`config.mk`:
```
export PLATFORM = sky130hd
export DESIGN_NAME = br_trace_sched_flat
export DESIGN_NICKNAME = d
export VERILOG_FILES = /design/src/rtl/br_trace_pkg.sv /design/src/rtl/br_trace_sched_if.sv /design/src/rtl/br_trace_fifo.sv /design/src/rtl/br_trace_sched.sv /design/src/flat_wrapper.sv
export SDC_FILE = /design/constraint.sdc
export NUM_CORES = 1
export LEC_CHECK = 0
export ABC_CLOCK_PERIOD_IN_PS = 4500
export BUFFER_PORTS_ARGS = -buffer_cell sky130_fd_sc_hd__buf_2
export CAP_MARGIN = 25
export CORE_MARGIN = 1.5
export CORE_UTILIZATION = 45
export DETAILED_ROUTE_END_ITERATION = 10
export GPL_TIMING_DRIVEN = 0
export SLEW_MARGIN = 10
export SYNTH_ARGS = -nofsm -noshare
export SYNTH_HDL_FRONTEND = slang
export SYNTH_SLANG_ARGS = --single-unit
```
`constraint.sdc`:
```
create_clock -name clock -period 4.5 [get_ports clock]
set_input_delay 0.45 -clock clock [delete_from_list [all_inputs] [get_ports clock]]
set_output_delay 0.45 -clock clock [all_outputs]
set_load 0.05 [all_outputs]
```
`src/rtl/br_trace_pkg.sv`:
```
// Shared types and constants for the branch-trace sequencer.
package br_trace_pkg;

    localparam int unsigned PC_W  = 32;
    localparam int unsigned BT_W  = 2;
    localparam int unsigned REG_W = 5;

    // One branch record as produced by the trace generator (77 bits)
    typedef struct packed {
        logic [PC_W-1:0]  pc;
        logic [PC_W-1:0]  target;
        logic [BT_W-1:0]  br_type;
        logic             taken;
        logic [REG_W-1:0] rs1;
        logic [REG_W-1:0] rd;
    } br_rec_t;

    localparam logic [BT_W-1:0] BR_COND = 2'd0;
    localparam logic [BT_W-1:0] BR_JAL  = 2'd1;
    localparam logic [BT_W-1:0] BR_JALR = 2'd2;
    localparam logic [BT_W-1:0] BR_RET  = 2'd3;

    typedef enum logic [1:0] {
        S_IDLE  = 2'd0,
        S_FETCH = 2'd1,
        S_DRAIN = 2'd2,
        S_DONE  = 2'd3
    } state_t;

    // A record with this pc marks the end of the trace
    localparam logic [PC_W-1:0] PC_SENTINEL = 32'h0;

endpackage

```
`src/rtl/br_trace_sched_if.sv`:
```
// Control, generator and consumer signals of the branch-trace sequencer.
interface br_trace_sched_if #(
    parameter int unsigned CNT_W = 32
) ();
    logic             start;
    logic             stop_req;
    logic [CNT_W-1:0] rec_limit;

    logic             gen_valid;
    logic [31:0]      gen_pc;
    logic [31:0]      gen_target;
    logic [1:0]       gen_br_type;
    logic             gen_taken;
    logic [4:0]       gen_rs1;
    logic [4:0]       gen_rd;

    logic             out_valid;
    logic             out_ready;
    logic [31:0]      out_pc;
    logic [31:0]      out_target;
    logic [1:0]       out_br_type;
    logic             out_taken;
    logic [4:0]       out_rs1;
    logic [4:0]       out_rd;

    logic             busy;
    logic             done;
    logic [CNT_W-1:0] issued_cnt;
    logic [CNT_W-1:0] taken_cnt;

    // Sequencer side
    modport slave (
        input  start, stop_req, rec_limit,
        output gen_valid,
        input  gen_pc, gen_target, gen_br_type, gen_taken, gen_rs1, gen_rd,
        output out_valid,
        input  out_ready,
        output out_pc, out_target, out_br_type, out_taken, out_rs1, out_rd,
        output busy, done, issued_cnt, taken_cnt
    );

    // Bench / environment side
    modport master (
        output start, stop_req, rec_limit,
        input  gen_valid,
        output gen_pc, gen_target, gen_br_type, gen_taken, gen_rs1, gen_rd,
        input  out_valid,
        output out_ready,
        input  out_pc, out_target, out_br_type, out_taken, out_rs1, out_rd,
        input  busy, done, issued_cnt, taken_cnt
    );
endinterface

```
`src/rtl/br_trace_fifo.sv`:
```
// First-word-fall-through record buffer; enqueue and dequeue may coincide at any occupancy.
module br_trace_fifo
    import br_trace_pkg::*;
#(
    parameter int unsigned DEPTH = 4
) (
    input  logic                       clock,
    input  logic                       reset,
    input  logic                       i_enq,
    input  br_rec_t                    i_data,
    input  logic                       i_deq,
    output br_rec_t                    o_data,
    output logic                       o_full,
    output logic                       o_empty,
    output logic [$clog2(DEPTH):0]     o_count
);

    localparam int unsigned AW = $clog2(DEPTH);
    localparam int unsigned CW = AW + 1;

    br_rec_t         r_mem [DEPTH];
    logic [AW-1:0]   r_wptr;
    logic [AW-1:0]   r_rptr;
    logic [CW-1:0]   r_count;
    logic            w_do_enq;
    logic            w_do_deq;

    assign o_full   = (r_count == CW'(DEPTH));
    assign o_empty  = (r_count == '0);
    assign o_count  = r_count;
    assign o_data   = r_mem[r_rptr];
    // A dequeue frees the slot in the same cycle, so a full buffer may still accept
    assign w_do_deq = i_deq && !o_empty;
    assign w_do_enq = i_enq && (!o_full || w_do_deq);

    // Storage is cleared on reset so the head fields read zero out of reset
    always_ff @(posedge clock or negedge reset) begin
        if (!reset) begin
            for (int i = 0; i < int'(DEPTH); i++) begin
                r_mem[i] <= '0;
            end
        end else if (w_do_enq) begin
            r_mem[r_wptr] <= i_data;
        end
    end

    // Pointer and occupancy tracking
    always_ff @(posedge clock or negedge reset) begin
        if (!reset) begin
            r_wptr  <= '0;
            r_rptr  <= '0;
            r_count <= '0;
        end else begin
            if (w_do_enq) r_wptr <= r_wptr + AW'(1);
            if (w_do_deq) r_rptr <= r_rptr + AW'(1);
            if (w_do_enq && !w_do_deq)      r_count <= r_count + CW'(1);
            else if (!w_do_enq && w_do_deq) r_count <= r_count - CW'(1);
        end
    end

endmodule

```
`src/rtl/br_trace_sched.sv`:
```
// Branch-trace sequencer: pulls records from the generator, buffers and issues them.
module br_trace_sched
    import br_trace_pkg::*;
#(
    parameter int unsigned FIFO_DEPTH = 4,
    parameter int unsigned CNT_W      = 32
) (
    input  logic              clock,
    input  logic              reset,
    br_trace_sched_if.slave   bus
);

    localparam int unsigned CW = $clog2(FIFO_DEPTH) + 1;

    state_t           r_state;
    state_t           w_next;
    logic [CNT_W-1:0] r_limit;
    logic [CNT_W-1:0] r_fetched;
    logic [CNT_W-1:0] r_issued;
    logic [CNT_W-1:0] r_taken;

    br_rec_t          w_rec;
    br_rec_t          w_head;
    logic             w_full;
    logic             w_empty;
    logic [CW-1:0]    w_count;
    logic             w_gen_valid;
    logic             w_sentinel;
    logic             w_enq;
    logic             w_hs;
    logic             w_limit_hit;
    logic             w_clear;
    logic             w_busy;
    logic             w_done;

    assign w_rec.pc      = bus.gen_pc;
    assign w_rec.target  = bus.gen_target;
    assign w_rec.br_type = bus.gen_br_type;
    assign w_rec.taken   = bus.gen_taken;
    assign w_rec.rs1     = bus.gen_rs1;
    assign w_rec.rd      = bus.gen_rd;

    assign w_sentinel  = (w_rec.pc == PC_SENTINEL);
    assign w_enq       = w_gen_valid && !w_sentinel;
    assign w_hs        = !w_empty && bus.out_ready;
    // Limit counts the record being consumed this cycle
    assign w_limit_hit = (r_limit != '0) && w_enq && ((r_fetched + CNT_W'(1)) == r_limit);

    br_trace_fifo #(
        .DEPTH (FIFO_DEPTH)
    ) u_fifo (
        .clock   (clock),
        .reset   (reset),
        .i_enq   (w_enq),
        .i_data  (w_rec),
        .i_deq   (bus.out_ready),
        .o_data  (w_head),
        .o_full  (w_full),
        .o_empty (w_empty),
        .o_count (w_count)
    );

    // State register
    always_ff @(posedge clock or negedge reset) begin
        if (!reset) r_state <= S_IDLE;
        else        r_state <= w_next;
    end

    // Next state and state-decoded strobes
    always_comb begin
        w_next      = r_state;
        w_clear     = 1'b0;
        w_gen_valid = 1'b0;
        w_busy      = 1'b0;
        w_done      = 1'b0;
        case (r_state)
            S_IDLE: begin
                if (bus.start) begin
                    w_next  = S_FETCH;
                    w_clear = 1'b1;
                end
            end
            S_FETCH: begin
                w_busy      = 1'b1;
                w_gen_valid = !w_full;
                if ((w_gen_valid && w_sentinel) || w_limit_hit || bus.stop_req) begin
                    w_next = S_DRAIN;
                end
            end
            S_DRAIN: begin
                w_busy = 1'b1;
                if (w_empty || ((w_count == CW'(1)) && w_hs)) begin
                    w_next = S_DONE;
                end
            end
            S_DONE: begin
                w_done = 1'b1;
                if (bus.start) begin
                    w_next  = S_FETCH;
                    w_clear = 1'b1;
                end
            end
            default: w_next = S_IDLE;
        endcase
    end

    // Run counters and latched limit
    always_ff @(posedge clock or negedge reset) begin
        if (!reset) begin
            r_limit   <= '0;
            r_fetched <= '0;
            r_issued  <= '0;
            r_taken   <= '0;
        end else if (w_clear) begin
            r_limit   <= bus.rec_limit;
            r_fetched <= '0;
            r_issued  <= '0;
            r_taken   <= '0;
        end else begin
            if (w_enq) r_fetched <= r_fetched + CNT_W'(1);
            if (w_hs) begin
                r_issued <= r_issued + CNT_W'(1);
                r_taken  <= r_taken + CNT_W'(w_head.taken);
            end
        end
    end

    assign bus.gen_valid   = w_gen_valid;
    assign bus.out_valid   = !w_empty;
    assign bus.out_pc      = w_head.pc;
    assign bus.out_target  = w_head.target;
    assign bus.out_br_type = w_head.br_type;
    assign bus.out_taken   = w_head.taken;
    assign bus.out_rs1     = w_head.rs1;
    assign bus.out_rd      = w_head.rd;
    assign bus.busy        = w_busy;
    assign bus.done        = w_done;
    assign bus.issued_cnt  = r_issued;
    assign bus.taken_cnt   = r_taken;

endmodule

```
`src/flat_wrapper.sv`:
```
// flat-port wrapper written by rule: the top's interface ports become plain ports
module br_trace_sched_flat import br_trace_pkg::*;
#(
    parameter int unsigned FIFO_DEPTH = 4,
    parameter int unsigned CNT_W      = 32
)
  (clock, reset, bus_start, bus_stop_req, bus_rec_limit, bus_gen_valid, bus_gen_pc, bus_gen_target, bus_gen_br_type, bus_gen_taken, bus_gen_rs1, bus_gen_rd, bus_out_valid, bus_out_ready, bus_out_pc, bus_out_target, bus_out_br_type, bus_out_taken, bus_out_rs1, bus_out_rd, bus_busy, bus_done, bus_issued_cnt, bus_taken_cnt);
  br_trace_sched_if #(.CNT_W(CNT_W)) bus_i ();
  input  logic clock;
  input  logic reset;
  input wire logic [$bits(bus_i.start)-1:0] bus_start;
  input wire logic [$bits(bus_i.stop_req)-1:0] bus_stop_req;
  input wire logic [$bits(bus_i.rec_limit)-1:0] bus_rec_limit;
  output wire logic [$bits(bus_i.gen_valid)-1:0] bus_gen_valid;
  input wire logic [$bits(bus_i.gen_pc)-1:0] bus_gen_pc;
  input wire logic [$bits(bus_i.gen_target)-1:0] bus_gen_target;
  input wire logic [$bits(bus_i.gen_br_type)-1:0] bus_gen_br_type;
  input wire logic [$bits(bus_i.gen_taken)-1:0] bus_gen_taken;
  input wire logic [$bits(bus_i.gen_rs1)-1:0] bus_gen_rs1;
  input wire logic [$bits(bus_i.gen_rd)-1:0] bus_gen_rd;
  output wire logic [$bits(bus_i.out_valid)-1:0] bus_out_valid;
  input wire logic [$bits(bus_i.out_ready)-1:0] bus_out_ready;
  output wire logic [$bits(bus_i.out_pc)-1:0] bus_out_pc;
  output wire logic [$bits(bus_i.out_target)-1:0] bus_out_target;
  output wire logic [$bits(bus_i.out_br_type)-1:0] bus_out_br_type;
  output wire logic [$bits(bus_i.out_taken)-1:0] bus_out_taken;
  output wire logic [$bits(bus_i.out_rs1)-1:0] bus_out_rs1;
  output wire logic [$bits(bus_i.out_rd)-1:0] bus_out_rd;
  output wire logic [$bits(bus_i.busy)-1:0] bus_busy;
  output wire logic [$bits(bus_i.done)-1:0] bus_done;
  output wire logic [$bits(bus_i.issued_cnt)-1:0] bus_issued_cnt;
  output wire logic [$bits(bus_i.taken_cnt)-1:0] bus_taken_cnt;
  assign bus_i.start = bus_start;
  assign bus_i.stop_req = bus_stop_req;
  assign bus_i.rec_limit = bus_rec_limit;
  assign bus_gen_valid = bus_i.gen_valid;
  assign bus_i.gen_pc = bus_gen_pc;
  assign bus_i.gen_target = bus_gen_target;
  assign bus_i.gen_br_type = bus_gen_br_type;
  assign bus_i.gen_taken = bus_gen_taken;
  assign bus_i.gen_rs1 = bus_gen_rs1;
  assign bus_i.gen_rd = bus_gen_rd;
  assign bus_out_valid = bus_i.out_valid;
  assign bus_i.out_ready = bus_out_ready;
  assign bus_out_pc = bus_i.out_pc;
  assign bus_out_target = bus_i.out_target;
  assign bus_out_br_type = bus_i.out_br_type;
  assign bus_out_taken = bus_i.out_taken;
  assign bus_out_rs1 = bus_i.out_rs1;
  assign bus_out_rd = bus_i.out_rd;
  assign bus_busy = bus_i.busy;
  assign bus_done = bus_i.done;
  assign bus_issued_cnt = bus_i.issued_cnt;
  assign bus_taken_cnt = bus_i.taken_cnt;
  br_trace_sched #(.FIFO_DEPTH(FIFO_DEPTH), .CNT_W(CNT_W)) u_core (.clock(clock), .reset(reset), .bus(bus_i));
endmodule
```
# Yosys cells after proc, flatten, opt, wreduce, memory -nomap -nowiden
# Index checks and enable logic that the tools add are counted.
[word_totals] output_inout_bits=145 ff_bits=445 word_cells=105
[op_classes] eq_ne=9 reduce_logical=29 mux=23 order_cmp=3 bitwise_logic=2 n_addsub=7
[ops] cell="308-bit bitwise mux" count=1
[ops] cell="77-bit 2-to-1 mux" count=3
[ops] cell="32-bit 2-to-1 mux" count=6
[ops] cell="77-bit binary-select mux with 2-bit select" count=1
[ops] cell="77-bit demux with 2-bit select" count=1
[ops] cell="32-bit by 1-bit adder with 32-bit output, second input constant" count=2
[ops] cell="32-bit by 1-bit adder with 32-bit output" count=1
[ops] cell="32-bit equality test" count=1
[ops] cell="32-bit logical NOT" count=1
[ops] cell="32-bit nonzero test" count=1
[ops] cell="1-bit logical AND" count=10
[ops] cell="3-bit >= comparator, second input constant" count=2
[ops] cell="2-bit 2-to-1 mux" count=3
[ops] cell="3-bit 2-to-1 mux" count=2
[ops] cell="2-bit by 1-bit inequality test with 1-bit output, second input constant" count=3
[ops] cell="2-bit inverter with 3-bit output" count=2
[ops] cell="2-bit one-hot mux with 3 select lines" count=1
[ops] cell="2-bit nonzero test" count=3
[ops] cell="1-bit logical NOT" count=5
[ops] cell="1-bit 2-to-1 mux" count=5
[ops] cell="2-bit by 1-bit adder with 2-bit output, second input constant" count=2
[ops] cell="2-bit equality test, second input constant" count=2
[ops] cell="1-bit logical OR" count=4
[ops] cell="2-bit OR reduction" count=2
[ops] cell="other kinds (9)" count=9

# Depth between registers and ports, before layout
[depth] word_depth=10 mapped_depth=14 mapped_depth_nobuf=10

# Modules after synthesis
# A second synthesis with hierarchy kept.
[unflattened] hier_cells=1536 area_unflattened_um2=20890.0
[modules_own_cells] mod="br_trace_fifo" seq_area_each_um2=7882.6 area_each_um2=13695.6 n_inst=1 cells_each=782
[modules_own_cells] mod="br_trace_sched" seq_area_each_um2=3253.1 area_each_um2=7194.4 n_inst=1 cells_each=754

# Least setup slack after synthesis
# Ideal clock, no wire load.
[synth_timing] path_type="register -> register" startpoint="reg u_core.u_fifo.r_rptr[0]" endpoint="reg u_core.r_taken[27], in the netlist u_core.bus.taken_cnt[27]" stages_incl_launch_ff=15 arrival_ns=3.476 n_path_buf=4 slack_ns=0.892 synth_period_minus_slack_ns=3.608 path_cell_list="dfrtp_1 -> clkbuf_1 -> buf_2 -> buf_1 -> mux4_2 -> ha_1 -> and2_1 -> nand4_1 -> nor2_1 -> and4_1 -> and2_1 -> clkbuf_1 -> nand3_1 -> xor2_1 -> nor2_1"
[synth_via] elab_chain_cells=7
[synth_rtl] element="from (decl)" line_no="br_trace_fifo.sv:23" rtl="logic [AW-1:0] r_rptr;"
[synth_rtl] element="from (signal assigned)" line_no="br_trace_fifo.sv:55" rtl="if (w_do_deq) r_rptr <= r_rptr + AW'(1);"
[synth_rtl] element="2-bit inverter with 3-bit output (implied by the code)" line_no="br_trace_fifo.sv:31" rtl="assign o_data = r_mem[r_rptr];"
[synth_rtl] element="77-bit binary-select mux with 2-bit select" line_no="br_trace_fifo.sv:31"
[synth_rtl] element="77-bit 2-to-1 mux (implied by the code) (2 in a row)" line_no="br_trace_fifo.sv:31"
[synth_rtl] element="named net bus_out_taken" line_no="flat_wrapper.sv:26" rtl="output wire logic [$bits(bus_i.out_taken)-1:0] bus_out_taken;"
[synth_rtl] element="32-bit by 1-bit adder with 32-bit output" line_no="br_trace_sched.sv:123" rtl="r_taken <= r_taken + CNT_W'(w_head.taken);"
[synth_rtl] element="32-bit 2-to-1 mux" line_no="br_trace_sched.sv:121" rtl="if (w_hs) begin"
[synth_rtl] element="32-bit 2-to-1 mux" line_no="br_trace_sched.sv:114" rtl="end else if (w_clear) begin"
[synth_rtl] element="to (signal assigned)" line_no="br_trace_sched.sv:123"
[synth_rtl] element="to (decl)" line_no="br_trace_sched.sv:20" rtl="logic [CNT_W-1:0] r_taken;"
# The timed path passes the listed nets, and every way through them passes these cells. The select of a mux whose other input is x is not followed.
# A chain may end at the register's enable or synchronous reset.

# Worst setup path in the final report
[layout_timing] startpoint="reg u_core.u_fifo.r_rptr[0]" endpoint="reg u_core.r_taken[23], in the netlist u_core.bus.taken_cnt[23]"
[layout_via] elab_chain_cells=7
[layout_rtl] element="2-bit inverter with 3-bit output (implied by the code)" line_no="br_trace_fifo.sv:31"
[layout_rtl] element="77-bit binary-select mux with 2-bit select" line_no="br_trace_fifo.sv:31"
[layout_rtl] element="77-bit 2-to-1 mux (implied by the code) (2 in a row)" line_no="br_trace_fifo.sv:31"
[layout_rtl] element="32-bit by 1-bit adder with 32-bit output" line_no="br_trace_sched.sv:123"
[layout_rtl] element="32-bit 2-to-1 mux" line_no="br_trace_sched.sv:121"
[layout_rtl] element="32-bit 2-to-1 mux" line_no="br_trace_sched.sv:114"
# No other way between the ends. The select of a mux whose other input is x is not followed.

==> results.sh <==
export IMPL_status="finished clean"
export IMPL_fin_crit_sh_pct=87.5
export IMPL_cap_violations=0
export IMPL_reg2reg_setup_slack_ns=0.56
export IMPL_start_util_pct=45.6
export IMPL_vias=13300
export IMPL_async_flop_share_pct=100
export IMPL_switching_share_pct=40.2
export IMPL_synth_commonest_cells="dfrtp_1, mux2_2, nor2_1, mux4_2, xnor2_1"
export IMPL_synth_nets=1650
export IMPL_synth_top_area_share_pct=53.8
export IMPL_power_density_mw_per_mm2=803
export IMPL_die_w_um=217
export IMPL_track_usage_pct=20.9
export IMPL_setup_violations=0
export IMPL_nFillCells=3951
export IMPL_dieArea_sq_mm=0.0473
export IMPL_place_hpwl_mm=33.7
export IMPL_synth_edf_count=0
export IMPL_cts_tree="done"
export IMPL_critical_path_peak_fanout=19
export IMPL_comb_power_share_pct=46.4
export IMPL_critPathArrivalTime_ns=4.38
export IMPL_placed_cells_incl_taps=2381
export IMPL_hold_end="u_core.r_limit[2]"
export IMPL_synth_distinct_cells=51
export IMPL_num_rows=78
export IMPL_clock_power_share_pct=20.4
export IMPL_fin_cells=2473
export IMPL_grt_max_degree=116
export IMPL_max_freq_ghz=0.254
export IMPL_path_clk_slew_ns=0.06
export IMPL_maxSlewHeadroom_pct=37.8
export IMPL_synthToLayoutAreaGrowth_pct=18.5
export IMPL_placed_area_sq_mm=0.0229
export IMPL_timing_rr_end="u_core.bus.taken_cnt[23]"
export IMPL_io_buffers=258
export IMPL_drive_above_1_share_pct=42.5
export IMPL_leakagePower_nw=10.9
export IMPL_drtAntennaViolNets=0
export IMPL_worst_setup_path_start_kind="flop"
export IMPL_synth_ff_type="dfrtp_1"
export IMPL_synth_area_leaders="dfrtp_1, mux2_2, mux4_2, xnor2_1, xor2_1"
export IMPL_cts_root_buffer="clkbuf_16"
export IMPL_drc_errors=0
export IMPL_crit_reg2reg_launch="u_core.u_fifo.r_rptr[0]"
export IMPL_cts_max_level=2
export IMPL_drtIter0Drc=518
export IMPL_wire_per_inst_um=19.4
export IMPL_gp_congestion=0.832
export IMPL_syn_area_sq_mm=0.0207
export IMPL_grt_first_pass_wirelength_mm=77.9
export IMPL_grt_pass1_vias=14200
export IMPL_internal_power_mw=11.8
export IMPL_insertion_delay_ns=0.57
export IMPL_synth_largest_area_cell="dfrtp_1"
export IMPL_overflow=0
export IMPL_netSwitchingPower_mw=7.93
export IMPL_worstHoldStart="bus_rec_limit[2]"
export IMPL_wl_mm=47.9
export IMPL_rsz0062_at_grt="no"
export IMPL_synth_warnings=0
export IMPL_postSynthAreaPerCell_sq_um=13.6
export IMPL_worstSetupEndpointType="flop"
export IMPL_cts_buffer_depth=3
export IMPL_slew_violations=0
export IMPL_cts_made_buffers=49
export IMPL_ir_drop_v=0.000626
export IMPL_ys_ff_latch=445
export IMPL_clock_skew_ns=0.00938
export IMPL_cp_required_ns=4.94
export IMPL_vias_per_cell=5.37
export IMPL_io_pin_count=259
export IMPL_antenna_found_initial=10
export IMPL_final_area_sq_mm=0.0245
export IMPL_synth_cells=1519
export IMPL_yosysMostFrequentCell="dfrtp_1"
export IMPL_period_minus_slack_ns=3.94
export IMPL_cts_sinks=445
export IMPL_core_area_sq_mm=0.0454
export IMPL_drtPass1Iterations=4
export IMPL_synth_seq_area_share_pct=53.8
export IMPL_fin_nets=1964
export IMPL_hold_viol=0
export IMPL_die_y_um=217
export IMPL_power_mw=19.7
export IMPL_worstMarginPinSlew_ns=0.933
export IMPL_hold_depth=3
export IMPL_hold_class="in -> reg"
export IMPL_r2r_cells=13
export IMPL_seqPwrFrac_pct=33.2
export IMPL_crit_type="reg -> reg"
-- power groups by stage --
stage,clock network [mW],logic [mW],registers (mW)
after floorplan,0,7.22,6.35
after global placement,0,9.10,6.52
after detailed placement,0,9.25,6.60
after CTS,4.14,9.27,6.54
after global routing,4.29,9.73,6.76
final,4.02,9.14,6.54
-- per-layer routing --
metal	GRT usage [%]	vias to the layer above	part of all wire [%]
li1	-	6121	-
met1	27.9	6817	44
met2	34.1	256	48
met3	5.31	71	5.8
met4	5.12	10	1.9
met5	0	-	0.11
-- cells by family (layout without fill, tap and decap cells) --
kind of cell / Yosys count / in the layout / share of synthesized area [%]
compound gates: 54 / 54 / 1.67
other cells: 0 / 4 / 0
fa+ha+maj: 17 / 17 / 1.03
simple gates: 345 / 345 / 8.74
buf+inv: 103 / 453 / 2.02
flops: 445 / 445 / 53.8
mux: 420 / 420 / 27.0
xor+xnor: 135 / 135 / 5.71
-- flip-flops by register name (all words and copies together), names as in the netlist --
| name | count |
|---|---|
| u_core.u_fifo.r_wptr | 2 |
| u_core.u_fifo.r_rptr | 2 |
| u_core.bus.taken_cnt | 32 |
| u_core.r_fetched | 32 |
| u_core.u_fifo.r_mem | 308 |
| u_core.u_fifo.o_count | 3 |
| u_core.r_state | 2 |
| u_core.r_limit | 32 |
| u_core.bus.issued_cnt | 32 |
-- worst max-delay path by stage --
| stage | start | slack (ns) | cells past startpoint | to |
|---|---|---|---|---|
| 2_1_floorplan | u_core.u_fifo.r_rptr[0] | 0.89 | 14 | u_core.bus.taken_cnt[27] |
| 3_3_place_gp | reset | -5.92 | 1 | u_core.r_limit[24] |
| 3_5_place_dp | u_core.u_fifo.r_rptr[0] | -0.20 | 14 | u_core.bus.taken_cnt[23] |
| 4_1_cts | u_core.u_fifo.r_rptr[0] | 0.24 | 13 | u_core.bus.taken_cnt[23] |
| 5_1_grt | u_core.u_fifo.r_rptr[0] | 0.16 | 13 | u_core.bus.taken_cnt[23] |
| 6_report | u_core.u_fifo.r_rptr[0] | 0.56 | 13 | u_core.bus.taken_cnt[23] |
-- critical path, cell delays in order, from the launching register on --
cell and delay (ns):
dfrtp_1 0.32, clkbuf_1 0.50, clkbuf_4 0.58, mux4_2 0.39, ha_1 0.20, and2_1 0.14
nand4_1 0.19, nor2_1 0.39, and4_1 0.35, and2_1 0.15, clkbuf_1 0.24, nand3_1 0.14
xor2_1 0.15, nor2_1 0.05
-- layout by cell type, fill, tap and decap left out, types with 19 or more instances in the layout --
master,count
dfrtp_1,445
mux2_2,339
buf_2,281
nor2_1,116
mux4_2,77
xnor2_1,70
xor2_1,65
nand2_1,55
clkbuf_16,50
clkbuf_1,43
nand4_1,39
nand3_1,32
buf_1,26
nor4_1,20
inv_1,19
o21ai_0,19
-- layout make-up --
cell class,count,area (sq um),share of cell area (%)
antenna,4,10.0,0.0408
clock buffer,79,1530,6.24
timing repair buffer,264,1430,5.84
multi-input combinational,971,9140,37.3
sequential,445,11100,45.4
buffer,82,342,1.39
inverter,20,75.1,0.306
tap,600,751,3.06
clock inverter,8,105,0.429
-- what timing repair did --
item	in CTS	in global routing
setup buffers	0	0
hold buffers	1	0
resized for setup	0	1
hold endpoints to repair	33	0
setup endpoints to repair	8	3
-- metrics by stage --
step	setup slack (ns)	utilization [%]	hold WS [ns]	setup TNS [ns]
3_3_place_gp	-5.92	50.1	0.480	-2617.70
6_report	0.564	54.0	0.0875	0
4_1_cts	0.238	54.0	0.0510	0
3_5_place_dp	-0.199	50.4	0.347	-0.912
2_1_floorplan	0.892	-	0.154	0
5_1_grt	0.160	54.0	0.0735	0
(Power assumes the default switching activity.)
